===== config.mk =====
export PLATFORM = sky130hd
export DESIGN_NAME = commit_halt_ctrl
export DESIGN_NICKNAME = d
export VERILOG_FILES = /design/src/rtl/commit_halt_ctrl.sv
export SDC_FILE = /design/constraint.sdc
export NUM_CORES = 1
export LEC_CHECK = 0
export ABC_AREA = 1
export BUFFER_PORTS_ARGS = -buffer_cell sky130_fd_sc_hd__buf_2
export CAP_MARGIN = 10
export CORE_ASPECT_RATIO = 0.5
export CORE_UTILIZATION = 57
export DETAILED_ROUTE_END_ITERATION = 6
export GPL_TIMING_DRIVEN = 0
export PLACE_DENSITY = 0.86
export RECOVER_POWER = 100
export SYNTH_ARGS = -nofsm -noshare
export SYNTH_HDL_FRONTEND = slang
export SYNTH_SLANG_ARGS = --single-unit

===== constraint.sdc =====
create_clock -name clk -period 5.05 [get_ports clk]
set_input_delay 0.7575 -clock clk [delete_from_list [all_inputs] [get_ports clk]]
set_output_delay 0.7575 -clock clk [all_outputs]
set_load 0.02 [all_outputs]

===== src/rtl/commit_halt_ctrl.sv =====
// Commit-side halt controller: on a retired ebreak it freezes fetch, drains the pipe,
// streams a 32-entry GPR snapshot to the harness and reports the final trap status.
module commit_halt_ctrl #(
    parameter int XLEN      = 64,
    parameter int DRAIN_MAX = 16
) (
    input  logic            clk,
    input  logic            rst_n,
    input  logic            commit_valid,
    input  logic [XLEN-1:0] commit_pc,
    input  logic            commit_is_break,
    input  logic            pipe_empty,
    output logic            stall_fetch,
    output logic [4:0]      gpr_raddr,
    input  logic [XLEN-1:0] gpr_rdata,
    output logic            dump_valid,
    output logic [4:0]      dump_idx,
    output logic [XLEN-1:0] dump_data,
    input  logic            dump_ready,
    output logic            halted,
    output logic [XLEN-1:0] halt_pc,
    output logic            good_trap,
    output logic [63:0]     instret,
    output logic [63:0]     cycles
);

    localparam logic [1:0] ST_RUN    = 2'd0;
    localparam logic [1:0] ST_DRAIN  = 2'd1;
    localparam logic [1:0] ST_DUMP   = 2'd2;
    localparam logic [1:0] ST_HALTED = 2'd3;

    localparam logic [4:0] DRAIN_LAST = 5'(DRAIN_MAX - 1);
    localparam logic [4:0] IDX_A0     = 5'd10;
    localparam logic [4:0] IDX_LAST   = 5'd31;

    logic [1:0]      state_q,     state_d;
    logic [4:0]      drain_cnt_q, drain_cnt_d;
    logic [4:0]      dump_idx_q,  dump_idx_d;
    logic [XLEN-1:0] halt_pc_q,   halt_pc_d;
    logic [XLEN-1:0] a0_q,        a0_d;
    logic            timeout_q,   timeout_d;
    logic [63:0]     instret_q,   instret_d;
    logic [63:0]     cycles_q,    cycles_d;

    logic            in_dump;
    logic [XLEN-1:0] beat_data;

    assign in_dump = (state_q == ST_DUMP);

    // x0 is architecturally zero regardless of what the register file returns.
    assign beat_data = (dump_idx_q == 5'd0) ? '0 : gpr_rdata;

    // NOTE: every variable gets a default before the case so no path can infer a latch.
    always_comb begin
        state_d     = state_q;
        drain_cnt_d = drain_cnt_q;
        dump_idx_d  = dump_idx_q;
        halt_pc_d   = halt_pc_q;
        a0_d        = a0_q;
        timeout_d   = timeout_q;
        instret_d   = instret_q;
        cycles_d    = (state_q == ST_HALTED) ? cycles_q : cycles_q + 64'd1;

        case (state_q)
            ST_RUN: begin
                if (commit_valid) begin
                    instret_d = instret_q + 64'd1;
                    if (commit_is_break) begin
                        state_d     = ST_DRAIN;
                        halt_pc_d   = commit_pc;
                        drain_cnt_d = 5'd0;
                    end
                end
            end
            ST_DRAIN: begin
                drain_cnt_d = drain_cnt_q + 5'd1;
                if (pipe_empty) begin
                    state_d    = ST_DUMP;
                    dump_idx_d = 5'd0;
                end else if (drain_cnt_q == DRAIN_LAST) begin
                    state_d    = ST_DUMP;
                    dump_idx_d = 5'd0;
                    timeout_d  = 1'b1;
                end
            end
            ST_DUMP: begin
                if (dump_ready) begin
                    if (dump_idx_q == IDX_A0) begin
                        a0_d = beat_data;
                    end
                    dump_idx_d = dump_idx_q + 5'd1;
                    if (dump_idx_q == IDX_LAST) begin
                        state_d = ST_HALTED;
                    end
                end
            end
            default: begin
                state_d = ST_HALTED;
            end
        endcase
    end

    // NOTE: sequential state uses non-blocking assignments so all registers update together.
    always_ff @(posedge clk or negedge rst_n) begin
        if (!rst_n) begin
            state_q     <= ST_RUN;
            drain_cnt_q <= 5'd0;
            dump_idx_q  <= 5'd0;
            halt_pc_q   <= '0;
            a0_q        <= '0;
            timeout_q   <= 1'b0;
            instret_q   <= 64'd0;
            cycles_q    <= 64'd0;
        end else begin
            state_q     <= state_d;
            drain_cnt_q <= drain_cnt_d;
            dump_idx_q  <= dump_idx_d;
            halt_pc_q   <= halt_pc_d;
            a0_q        <= a0_d;
            timeout_q   <= timeout_d;
            instret_q   <= instret_d;
            cycles_q    <= cycles_d;
        end
    end

    assign stall_fetch = (state_q != ST_RUN);
    assign dump_valid  = in_dump;
    assign gpr_raddr   = in_dump ? dump_idx_q : 5'd0;
    assign dump_idx    = in_dump ? dump_idx_q : 5'd0;
    assign dump_data   = in_dump ? beat_data : '0;
    assign halted      = (state_q == ST_HALTED);
    assign good_trap   = halted && (a0_q == '0) && !timeout_q;
    assign halt_pc     = halt_pc_q;
    assign instret     = instret_q;
    assign cycles      = cycles_q;

endmodule


* Word-level counts from Yosys, hierarchy flattened
Index checks and enable logic that the tools add are counted.
** Cells by class
- Reductions and logical operators :: 16
- Mux-type cells :: 17
- Eq/ne operators :: 11
- Bitwise operators :: 1
- Add/subtract/negate cells :: 4
** Operators by type and width (count)
- $add 64x1->64 const B :: 2
- $mux 64 :: 2
- $logic_not 64->1 :: 1
- $mux 5 :: 6
- $pmux 5 s2 :: 2
- $reduce_and 3->1 :: 5
- $mux 2 :: 6
- $add 5x1->5 const B :: 2
- $eq 5x4->1 const B :: 2
- $ne 2x2->1 const B :: 3
- $pmux 2 s3 :: 1
- $reduce_bool 2->1 :: 3
- $eq 5x5->1 const B :: 1
- $logic_not 5->1 :: 1
- $reduce_and 5->1 :: 1
- $eq 2x2->1 const B :: 2
- $ne 3x3->1 const B :: 1
- $eq 2x1->1 const B :: 1
- $logic_and 1x1->1 :: 2
- $logic_not 2->1 :: 1
- $ne 2x1->1 const B :: 1
- $reduce_and 2->1 :: 1
- $logic_not 1->1 :: 1
- $not 1->1 :: 1
** Word-level totals
- Bits in registers :: 269

* Depth between registers and ports, before layout
- Word-level depth :: 4
- Depth in mapped cells :: 11

* Least setup slack after synthesis
Ideal clock, no wire load.
- Path kind :: register to output
- Start point :: reg state_q[1]
- End point :: out gpr_raddr[3]
- Cell stages (with the launch flop) :: 7
- Slack :: 2.683 ns
- Arrival time :: 1.609 ns
- Cells stage by stage :: dfrtp_1 > inv_2 > nor2_4 > inv_2 > clkbuf_1 > nor2_1 > buf_4
** On the way
- Word-level cells in the longest chain between the ends :: 2
** Ends and longest elaborated chain
- from (decl) :: line 36 : logic [1:0] state_q, state_d;
- from (signal assigned) :: line 115 : state_q <= state_d;
- $eq 2x2->1 :: line 48 : assign in_dump = (state_q == ST_DUMP);
- named net dump_valid :: line 16 : output logic dump_valid,
- $mux 5
- to (decl) :: line 14 : output logic [4:0] gpr_raddr,
The timed path passes the listed nets, and every way through them passes these cells.

* Worst setup path after layout
- Start point :: reg state_q[1]
- End point :: out gpr_raddr[3]
** On the way
- Word-level cells in the longest chain between the ends :: 2
** Ends and longest elaborated chain
- $eq 2x2->1 :: line 48
- $mux 5 :: line 128 : assign gpr_raddr = in_dump ? dump_idx_q : 5'd0;
No other way between the ends.

==> run_results.csv <==
group,metric,value,unit
worst_setup_path,slowest_delay,470,ps
worst_setup_path,cp_data_arrival_time,3010,ps
sta,max_slew_margin,-8.51,%
worst_hold_path,min_path_type,"in -> reg",
place,finalWeightedCongestion,1.00,
cells_and_area,final_nets,2338,
cells_and_area,fillCellCount,2087,
worst_setup_path,crit_fanout,10,
sta,period_needed,3770,ps
synthesis,netlist.area_leader.share,48.8,%
global_routing,track_usage,32.6,%
sta,setup-violations-final,0,
synthesis,postSynthCellCount,1764,
run_status,violations,"max-capacitance violations, max-slew violations",
worst_setup_path,critPathKind,"reg -> out",
synthesis,syn_area,13800,µm²
clocking,cts_setup_buffers,0,
floorplan,coreArea,23300,µm²
power,powerDensity,405,nW/µm²
worst_setup_path,crit_required,4290,ps
cells_and_area,fin_area,16500,µm²
clocking,path_clk_slew,70,ps
worst_setup_path,cp-start-kind,"register",
route,postRouteAntennaNets,0,
clocking,cts_sinks,269,
place,dp_hpwl,31200,µm
power,leakage,7.98,nW
route,vias,13400,
cells_and_area,final_cell_mix,"588 x nand2_1, 358 x nor2_1, 294 x clkbuf_1",
cells_and_area,syn_to_final_growth,19.5,%
clocking,cts-root-buf,"clkbuf_16",
route,route.detailed.drc,0,
floorplan,num_io_pins,404,
route,drt_iter0_drc,1423,
sta,grt_setup_unrepaired,"no",
route,first_pass_iters,5,
power,power,6.68,mW
clocking,cts_buffer_depth,3,
sta,worst_slack,1280,ps
synthesis,ys_seq_area_share,48.8,%
sta,tightest_slew,1630,ps
route,via_per_inst,5.32,
floorplan,fp-row-count,39,
place,postPlaceCellArea,16300,µm²
global_routing,grt_pass1_vias,12600,
worst_setup_path,end_kind,"output pin",
worst_setup_path,path_cells,"inv_2, nor2_1, inv_1, clkbuf_1, nor2_1, buf_4, clkbuf_1",
floorplan,die_w,222,µm
synthesis,synth_top_area_cell,"dfrtp_1",
place,port_buffers,403,
sta,fin_crit_sh,74.6,%
clocking,htree_num_levels,1,
synthesis,syn_area_per_cell,7.82,µm²
sta,maxSlewViolCount,148,
global_routing,grt_max_degree,125,
clocking,clk_latency,540,ps
cells_and_area,drive_gt1_share,10.4,%
global_routing,grt.overflow.total,0,
floorplan,fp.dieH,112,µm
run,maxCapViolCount,2,
global_routing,grt_pass1_wl,64400,µm
clocking,cts-buffers-inserted,25,
sta,fmax,265,MHz
clocking,cts-resized-gates,0,
worst_setup_path,crit_buf_inv,5,
synthesis,synth-seq-cells,269,
worst_setup_path,reg2reg_slack,2550,ps
cells_and_area,final_common_cell,"nand2_1",
clocking,cts_hold_buf,0,
worst_setup_path,critical_path.top_delay_family,"buffers and inverters",
synthesis,ys_types,40,
sta,finClkSkew,14.6,ps
floorplan,die-area,24800,µm²
sta,hold_viol,0,
synthesis,synth_nets,1906,
power,irDropWorstVdd,0.251,mV
place,pre_cts_slack,2100,ps
run_status,status,"finished with violations",
synthesis,synth_area_leaders,"dfrtp_1 49%, nand2_1 16%, nor2_1 9.4%",
cells_and_area,fin_util,70.8,%
worst_setup_path,slowest_stage,"dfrtp_1",
global_routing,grt_antenna_before_repair,3,
synthesis,synth_warnings,0,
route,wire_per_inst,16.2,µm
floorplan,start_util,59.2,%
route,wl,40900,µm
clocking,cts_tree,"done",
==> synth_stat cells (all sizes together) <==
| library cell | count |
|---|---|
| a21oi | 69 |
| ha | 8 |
| or2 | 2 |
| nor3 | 41 |
| and3 | 1 |
| a31o | 1 |
| nor2 | 359 |
| and2 | 2 |
| a32o | 1 |
| xor2 | 47 |
| o21bai | 2 |
| buf | 33 |
| o21ai | 9 |
| nand2 | 590 |
| xnor2 | 41 |
| o22ai | 1 |
| nor4 | 3 |
| a22o | 1 |
| nand4 | 43 |
| dfrtp | 269 |
| clkbuf | 14 |
| nand3b | 16 |
| nand3 | 69 |
| nor3b | 2 |
| and3b | 1 |
| inv | 137 |
| a311oi | 1 |
| nor2b | 1 |
==> registers in the layout, indices dropped and copies added (netlist names) <==
register     cells
timeout_q        1
drain_cnt_q      5
halt_pc         64
cycles          64
state_q          2
instret         64
a0_q            64
dump_idx_q       5
==> stage by stage <==
step | hold slack, ps | TNS, ps | cells
floorplan | 443 | 0 | 1764
global placement | 449 | -425870 | 2474
detailed placement | 453 | 0 | 2476
CTS | 34.8 | 0 | 2521
global route | 397 | 0 | 2524
finish | 411 | 0 | 2524
==> worst min-delay path: cells and delay by family <==
kind                   cells  cell delay, ps
buffers and inverters      1              70
AND/OR/NAND/NOR            2              90
==> per-layer routing <==
layer / part of all wire [%] / routed length, µm / GRT usage, %
met5: 0 / 0 / 0
met4: 3.2 / 1310 / 11.5
met3: 7.6 / 3120 / 5.86
met2: 49 / 19900 / 55.2
met1: 41 / 16600 / 42.4
==> cell type report <==
| type | instances | area, µm² | area share, % |
|---|---|---|---|
| Timing Repair Buffer | 405 | 1720 | 10.4 |
| Clock buffer | 33 | 706 | 4.28 |
| Tap cell | 307 | 384 | 2.33 |
| Antenna cell | 3 | 7.51 | 0.0456 |
| Buffer | 47 | 303 | 1.84 |
| Clock inverter | 12 | 128 | 0.774 |
| Inverter | 137 | 514 | 3.12 |
| Sequential cell | 269 | 6730 | 40.8 |
| Multi-Input combinational cell | 1311 | 5990 | 36.3 |
==> power by group <==
part	internal [mW]	total, mW	switching [mW]
logic	0.599	2.03	1.43
registers	2.50	2.71	0.212
clock network	1.09	1.94	0.853
==> cell families after synthesis <==
logic type                 after synthesis  synth area share, %
and+or+nand+nor                       1130                 34.0
DFF                                    269                 48.8
AOI/OAI and AO/OA                       85                 4.86
adders and majority gates                8                0.726
buffers and inverters                  184                 6.03
xor gates and xnor gates                88                 5.59
==> path summary, 6_finish.rpt <==
kind / start / to / cells after the start
setup / recovery: state_q[1] / gpr_raddr[3] / 7
hold / removal: commit_pc[21] / halt_pc[21] / 3
setup reg to reg: state_q[1] / cycles[39] / 10
hold reg to reg: halt_pc[41] / halt_pc[41] / 2
max in group asynchronous: rst_n / cycles[1] / 3
min in group asynchronous: rst_n / instret[16] / 1
Power figures use the tool's default switching activity.
